===== src/rtl/xort_pulse_sequencer_if.sv =====
// xort_pulse_sequencer_if: operand/result handshake plus the toggle lines to and from one xort cell
interface xort_pulse_sequencer_if #(parameter int WIDTH = 8);
  logic in_valid, in_ready;
  logic [WIDTH-1:0] opa, opb;
  logic xa, xb, xclk, xout;
  logic res_valid, res_ready;
  logic [WIDTH-1:0] res_data;
  logic err;
  modport master(output in_valid, opa, opb, res_ready, xout, input in_ready, xa, xb, xclk, res_valid, res_data, err);
  modport slave(input in_valid, opa, opb, res_ready, xout, output in_ready, xa, xb, xclk, res_valid, res_data, err);
endinterface


===== src/rtl/xort_pulse_sequencer.sv =====
// xort_pulse_sequencer: serialises operand pairs LSB first into an xort cell and assembles the XOR result
module xort_pulse_sequencer #(
  parameter int WIDTH = 8,
  parameter int SETUP_CYC = 2,
  parameter int HOLD_CYC = 3
) (
  input logic clk,
  input logic rst_n,
  xort_pulse_sequencer_if.slave bus
);
  localparam int IW = WIDTH > 1 ? $clog2(WIDTH) : 1;
  localparam int CW = $clog2((SETUP_CYC > HOLD_CYC ? SETUP_CYC : HOLD_CYC) + 1);
  typedef enum logic [2:0] {IDLE, DATA, SETUP, CLOCK, SAMPLE, DONE} state_t;
  state_t st;
  logic [WIDTH-1:0] a, b, sh, rd;
  logic [IW-1:0] i;
  logic [CW-1:0] cnt;
  logic s1, s2, s3, hit, xa, xb, xc, rv, ir, er, ev, bit_now;
  assign ev = s2 ^ s3;
  assign bit_now = hit | ev;
  assign bus.in_ready = ir;
  assign bus.xa = xa;
  assign bus.xb = xb;
  assign bus.xclk = xc;
  assign bus.res_valid = rv;
  assign bus.res_data = rd;
  assign bus.err = er;
  always_ff @(posedge clk or negedge rst_n)
    if (!rst_n) begin
      st <= IDLE;
      {a, b, sh, rd} <= '0;
      i <= '0;
      cnt <= '0;
      {s1, s2, s3, hit, xa, xb, xc, rv, er} <= '0;
      ir <= 1'b1;
    end else begin
      s1 <= bus.xout;
      s2 <= s1;
      s3 <= s2;
      // any edge outside the sample window is a stray pulse; an accept below overrides this
      if (ev && st != SAMPLE) er <= 1'b1;
      case (st)
        IDLE: if (bus.in_valid) begin
          a <= bus.opa;
          b <= bus.opb;
          sh <= '0;
          i <= '0;
          er <= 1'b0;
          ir <= 1'b0;
          st <= DATA;
        end
        DATA: begin
          xa <= xa ^ a[i];
          xb <= xb ^ b[i];
          cnt <= '0;
          st <= SETUP;
        end
        SETUP: begin
          cnt <= cnt + CW'(1);
          if (cnt == CW'(SETUP_CYC - 1)) st <= CLOCK;
        end
        CLOCK: begin
          xc <= ~xc;
          hit <= 1'b0;
          cnt <= '0;
          st <= SAMPLE;
        end
        SAMPLE: begin
          if (ev) begin
            hit <= 1'b1;
            if (hit) er <= 1'b1;
          end
          cnt <= cnt + CW'(1);
          if (cnt == CW'(HOLD_CYC - 1)) begin
            sh <= WIDTH'({bit_now, sh} >> 1);
            i <= i + IW'(1);
            st <= i == IW'(WIDTH - 1) ? DONE : DATA;
          end
        end
        DONE: if (!rv) begin
          rv <= 1'b1;
          rd <= sh;
        end else if (bus.res_ready) begin
          rv <= 1'b0;
          ir <= 1'b1;
          st <= IDLE;
        end
        default: st <= IDLE;
      endcase
    end
endmodule


===== src/flat_wrapper.sv =====
// flat-port wrapper written by rule: the top's interface ports become plain ports
module xort_pulse_sequencer_flat 
#(
  parameter int WIDTH = 8,
  parameter int SETUP_CYC = 2,
  parameter int HOLD_CYC = 3
)
  (clk, rst_n, bus_in_valid, bus_opa, bus_opb, bus_res_ready, bus_xout, bus_in_ready, bus_xa, bus_xb, bus_xclk, bus_res_valid, bus_res_data, bus_err);
  xort_pulse_sequencer_if #(.WIDTH(WIDTH)) bus_i ();
  input logic clk;
  input logic rst_n;
  input wire logic [$bits(bus_i.in_valid)-1:0] bus_in_valid;
  input wire logic [$bits(bus_i.opa)-1:0] bus_opa;
  input wire logic [$bits(bus_i.opb)-1:0] bus_opb;
  input wire logic [$bits(bus_i.res_ready)-1:0] bus_res_ready;
  input wire logic [$bits(bus_i.xout)-1:0] bus_xout;
  output wire logic [$bits(bus_i.in_ready)-1:0] bus_in_ready;
  output wire logic [$bits(bus_i.xa)-1:0] bus_xa;
  output wire logic [$bits(bus_i.xb)-1:0] bus_xb;
  output wire logic [$bits(bus_i.xclk)-1:0] bus_xclk;
  output wire logic [$bits(bus_i.res_valid)-1:0] bus_res_valid;
  output wire logic [$bits(bus_i.res_data)-1:0] bus_res_data;
  output wire logic [$bits(bus_i.err)-1:0] bus_err;
  assign bus_i.in_valid = bus_in_valid;
  assign bus_i.opa = bus_opa;
  assign bus_i.opb = bus_opb;
  assign bus_i.res_ready = bus_res_ready;
  assign bus_i.xout = bus_xout;
  assign bus_in_ready = bus_i.in_ready;
  assign bus_xa = bus_i.xa;
  assign bus_xb = bus_i.xb;
  assign bus_xclk = bus_i.xclk;
  assign bus_res_valid = bus_i.res_valid;
  assign bus_res_data = bus_i.res_data;
  assign bus_err = bus_i.err;
  xort_pulse_sequencer #(.WIDTH(WIDTH), .SETUP_CYC(SETUP_CYC), .HOLD_CYC(HOLD_CYC)) u_core (.clk(clk), .rst_n(rst_n), .bus(bus_i));
endmodule

===== config.mk =====
export PLATFORM = sky130hd
export DESIGN_NAME = xort_pulse_sequencer_flat
export DESIGN_NICKNAME = d
export VERILOG_FILES = /design/src/rtl/xort_pulse_sequencer_if.sv /design/src/rtl/xort_pulse_sequencer.sv /design/src/flat_wrapper.sv
export SDC_FILE = /design/constraint.sdc
export NUM_CORES = 1
export LEC_CHECK = 0
export CAP_MARGIN = 30
export CORE_MARGIN = 2
export CORE_UTILIZATION = 48
export DETAILED_ROUTE_END_ITERATION = 16
export PLACE_DENSITY = 0.83
export RECOVER_POWER = 100
export SYNTH_ARGS = -nofsm -noshare
export SYNTH_HDL_FRONTEND = slang
export SYNTH_SLANG_ARGS = --single-unit

===== constraint.sdc =====
create_clock -name clk -period 1.6 [get_ports clk]
set_clock_uncertainty 0.05 [all_clocks]
set_input_delay 0.16 -clock clk [delete_from_list [all_inputs] [get_ports clk]]
set_output_delay 0.16 -clock clk [all_outputs]
set_load 0.02 [all_outputs]

==> results of run 1 <==
## placed cells by master, fill, tap and decap left out, types with 2 or more instances in the layout
cell type,instances
dlygate4sd2_1,2
buf_4,15
nor2_4,2
nor2_1,4
clkdlybuf4s50_1,30
mux4_2,2
nand3b_1,3
nand2b_1,2
xnor2_1,4
mux2i_1,4
o2111ai_1,2
dlygate4sd3_1,2
mux2_2,9
nor3_1,2
clkbuf_8,5
nand2_1,72
a221o_1,2
a21oi_1,2
dfrtp_1,48
xor2_1,2
nand3_1,3
inv_1,3
and3_1,2
a21o_1,2
o21ai_0,15
ha_1,3
## sequential cells by signal (all words and copies together) (netlist names), 2 cells and up
register,flops
u_core.sh,8
u_core.st,3
u_core.bus.res_data,8
u_core.cnt,2
u_core.b,8
u_core.i,3
u_core.a,8
## cells by family (layout without fill, tap and decap cells)
group | after synthesis | after routing | share of synthesized area, %
AOI/OAI and AO/OA | 29 | 29 | 8.14
xor gates and xnor gates | 6 | 6 | 2.34
adders and majority gates | 4 | 4 | 2.23
buffers and inverters | 14 | 63 | 4.01
DFF | 50 | 50 | 55.8
muxes | 15 | 15 | 8.31
and+or+nand+nor | 96 | 97 | 19.2
## power breakdown
part	switching, mW	internal (mW)	total [mW]
Sequential	0.337	1.71	2.05
Combinational	0.961	1.02	1.98
Clock	0.443	0.476	0.920
## cell type report
type	count	area (sq um)
Fill cell	382	1600
Sequential cell	50	1250
Inverter	3	11.3
Timing Repair Buffer	52	483
Clock inverter	3	48.8
Tap cell	52	65.1
Clock buffer	5	68.8
Multi-Input combinational cell	151	916
## worst min path at each step
stage,start,endpoint
2_1_floorplan,rst_n,u_core.a[0]
5_1_grt,bus_opb[7],u_core.b[7]
4_1_cts,bus_xout,u_core.s1
3_3_place_gp,rst_n,u_core.a[2]
3_5_place_dp,rst_n,u_core.a[4]
6_report,u_core.s1,u_core.s2
## layer usage
layer | wire, um | track usage (%) | vias to the layer above
li1 | - | - | 816
met1 | 1890 | 23.5 | 785
met3 | 211 | 5.00 | 6
met4 | 40 | 5.97 | 0
met5 | 0 | 0 | -
met2 | 2070 | 28.7 | 51
## repair_timing
| action | 4_1_cts | 5_1_grt |
|---|---|---|
| gates cloned | 0 | 1 |
| hold buffers | 1 | 0 |
| setup endpoints to repair | 3 | 9 |
| resized for setup | 3 | 2 |
| buffers inserted | 0 | 1 |
| endpoints found under the hold margin | 49 | 0 |
## stage by stage
step	TNS, ns	total power, mW	setup WS, ns	area (sq um)	instances
global placement	0	3.95	0.0253	2710	305
detailed placement	-0.0822	4.06	-0.0366	2710	305
global route	-0.00177	5.30	-0.00113	2850	316
CTS	0	4.96	0.0176	2840	314
floorplan	0	3.28	0.116	2240	214
finish	0	4.95	0.0502	2850	316
==> metrics.csv, run 1 <==
metric,value,unit
status,"complete, no violations",
drt total wl,4210,um
layout cells sized above 1,17.4,%
"top cells by area, synth","dfrtp_1, nand2_1, mux2_2",
area grow syn2layout,26.8,%
Critical path destination,bus_xa,
"delay-heaviest family, CP",buffers and inverters,
Yosys top cell area share,54.6,%
Leak,1.33,nW
leading cell types by count after synthesis,"nand2_1, dfrtp_1, o21ai_0",
total clock sinks,50,
Cell variety after synth,38,
Post-DP HPWL,2920,um
r2r setup slk,0.06,ns
worst setup path start,u_core.bus.xa,
"Seq/Total Area, Yosys",55.8,%
"EDFF count, synth",0,
Worst Reg2Reg Path Length in Cells,4,
CP Depth,1,
antenna-violating nets left,0,
vias,1658,
Slew headroom,55.9,%
Peak Freq,0.645,GHz
routed len/inst,13.3,um
post-synthesis cell count,214,
Critical Path Source Type,flip-flop,
H-tree depth,2,
Final Hold Viols,0,
Detailed Route Iter0 Violations,91,
CTS Root Cell,clkbuf_8,
Post-Syn Area,2240,sq um
I/O pins,35,
worst hold path class,reg2reg,
final slew viol count,0,
crit path DAT,1.34,ns
initial antenna violation count,0,
top-count cell post-synth,nand2_1,
"Min Clock Period, post-route",1.55,ns
"area leader, netlist",dfrtp_1,
"Req. time, crit path",1.39,ns
"Net count, final",288,
Worst Tran Pin Value,0.661,ns
# setup viols final,0,
Yosys reg bits,50,
Total Routing Usage GR,17.9,%
CORE AREA,4440,sq um
TritonCTS Buffers,5,
pin count of the biggest net entering global routing,51,
CP endpoint kind,output port,
Post-synth top flop,dfrtp_1,
R2R Path Start,u_core.i[0],
ys async rst share,100,%
worst hold margin,0.305,ns
initial cell density of the core,50.5,%
vias per cell,5.25,
utilization after layout,64.0,%
Final GP Congestion,0.807,
slowest stage cell on the critical path,clkdlybuf4s50_1,
port bufs,34,
# diodes,0,
Die Width,72.4,um
num rows,24,
grt total ovfl,0,
number of global-route vias before repair,1631,
syn avg cell area,10.5,sq um
chip height,72.4,um
fin crit share,96.9,%
Max-Cap Viols,0,
global-route wire length before repair,7180,um
CP Max Fanout,2,
DRC viols,0,
critical path class,reg2out,
Pwr Density,1740,nW/um^2
yosys warns,0,
clk slew on worst S/H paths,0.10,ns
Initial DRT Pass Iterations,4,
worst path bufs/invs,1,
hold path cells,0,
die area,5240,sq um
CTS tree,done,
crit-path max cell delay,0.62,ns
Mapped Nets,239,
Clock Path Buffers,2,
worst vdd ir,802,uV
worst skew pair latency,0.31,ns
Worst R2R End,u_core.st[2],
crit-path cells,clkdlybuf4s50_1,
Power figures use the tool's default switching activity.
==> inputs of run 2 (changes only) <==
--- a/config.mk
+++ b/config.mk
@@ -9,8 +9,11 @@
 export CORE_MARGIN = 2
 export CORE_UTILIZATION = 48
 export DETAILED_ROUTE_END_ITERATION = 16
+export HOLD_SLACK_MARGIN = 0.1
 export PLACE_DENSITY = 0.83
 export RECOVER_POWER = 100
+export SETUP_SLACK_MARGIN = 0.2
+export SLEW_MARGIN = 20
 export SYNTH_ARGS = -nofsm -noshare
 export SYNTH_HDL_FRONTEND = slang
 export SYNTH_SLANG_ARGS = --single-unit
==> metrics.csv, run 2 (synthesis gave the netlist of run 1 again) <==
metric,value,unit
I/O pins,35,
global-route wire length before repair,7200,um
num rows,24,
status,"complete, no violations",
most frequent cells in the layout,"dfrtp_1, nand2_1, clkdlybuf4s50_1, nand2_2",
Fillers,330,
Pwr Density,1720,nW/um^2
worst skew pair latency,0.31,ns
TritonCTS Buffers,5,
H-tree depth,2,
Total Routing Usage GR,18.0,%
# diodes,0,
CORE AREA,4440,sq um
antenna-violating nets left,0,
port bufs,34,
r2r setup slk,0.03,ns
CTS Root Cell,clkbuf_8,
Max-Cap Viols,0,
Worst Tran Pin Value,0.981,ns
grt total ovfl,0,
Clock Path Buffers,2,
"Req. time, crit path",1.75,ns
Detailed Route Iter0 Violations,143,
Final Hold Viols,0,
vias,1790,
Worst Reg2Reg Path Length in Cells,4,
critical path class,reg2reg,
initial cell density of the core,50.5,%
# setup viols final,0,
R2R Path Start,u_core.i[0],
Worst R2R End,u_core.st[2],
chip height,72.4,um
worst hold margin,0.303,ns
final slew viol count,0,
RSZ-0062 raised after global routing,true,
drt total wl,5380,um
CTS tree,done,
Die Width,72.4,um
fin crit share,98.4,%
utilization after layout,70.2,%
worst hold path class,reg2reg,
Slew headroom,34.6,%
Critical Path Source Type,flip-flop,
vias per cell,5.58,
die area,5240,sq um
area grow syn2layout,39.0,%
CP Max Fanout,5,
"Min Clock Period, post-route",1.57,ns
Setup TNS,0,ns
initial antenna violation count,0,
Peak Freq,0.635,GHz
total clock sinks,50,
CP endpoint kind,flip-flop,
"Net count, final",294,
worst vdd ir,927,uV
"most common cell after layout, fill and taps aside",dfrtp_1,
routed len/inst,16.8,um
DRC viols,0,
Critical path destination,u_core.st[2],
Initial DRT Pass Iterations,4,
Post-DP HPWL,2890,um
Final GP Congestion,0.898,
number of global-route vias before repair,1563,
pin count of the biggest net entering global routing,34,
crit path DAT,1.72,ns
Leak,1.47,nW
layout cells sized above 1,33.1,%
clk slew on worst S/H paths,0.09,ns
worst setup path start,u_core.i[0],
[run 2: cell count changes in the layout (fill, tap and decap cells not counted), sizes merged]
cell           previous run  this run
clkinvlp                  1         0
inv                       4         3
dlygate4sd2               2        13
clkdlybuf4s50            30        18
buf                      17        21
clkbuf                    6        10
[run 2: worst min-delay path by stage]
stage / slack, ns / from / depth (start not counted) / to
global route: 0.31 / u_core.s1 / 0 / u_core.s2
global placement: 0.06 / rst_n / 1 / u_core.a[4]
detailed placement: 0.06 / rst_n / 1 / u_core.a[4]
CTS: 0.24 / bus_xout / 1 / u_core.s1
finish: 0.30 / u_core.s1 / 0 / u_core.s2
floorplan: -0.19 / rst_n / 0 / u_core.a[0]
[run 2: worst max-delay path: stages (launching register included)]
cell     delay, ns
dfrtp_2       0.49
ha_4          0.19
ha_4          0.15
a221o_1       0.33
a22o_1        0.24
[run 2: cell type report]
cell class	count	area [sq um]	share of cell area, %
sequential	50	1250	40.2
multi-input combinational	151	1160	37.2
timing repair buffer	58	517	16.6
clock buffer	6	82.6	2.65
tap	52	65.1	2.09
clock inverter	1	30.0	0.962
inverter	3	11.3	0.361
[run 2: report_power, final]
group / leakage, nW / switching (mW) / internal, mW / total (mW)
sequential: 0.633 / 0.435 / 1.72 / 2.15
clock: 0.0573 / 0.422 / 0.501 / 0.923
combinational: 0.781 / 1.17 / 1.12 / 2.29
[run 2: repair_timing]
action | in CTS | in global routing
cloned | 1 | 3
buffers inserted | 0 | 4
setup endpoints to repair | 51 | 44
gates resized for setup | 19 | 92
pin swaps | 1 | 29
hold endpoints to repair | 49 | 0
hold buffers | 1 | 0
[run 2: layer usage]
layer	global-route usage (%)	share of wire, %	vias up
met4	6.58	2.4	0
met1	23.1	40	893
met2	29.6	53	61
li1	-	-	825
met5	0	0	-
met3	4.86	4.4	11
[run 2: per-stage QoR]
step	worst slack (ns)	power (mW)	cells	area, sq um
floorplan	0.124	3.31	214	2270
global placement	0.0391	3.94	305	2730
detailed placement	-0.00567	4.01	305	2730
CTS	0.0607	4.86	314	2860
global route	0.0115	5.66	321	3120
finish	0.0260	5.36	321	3120
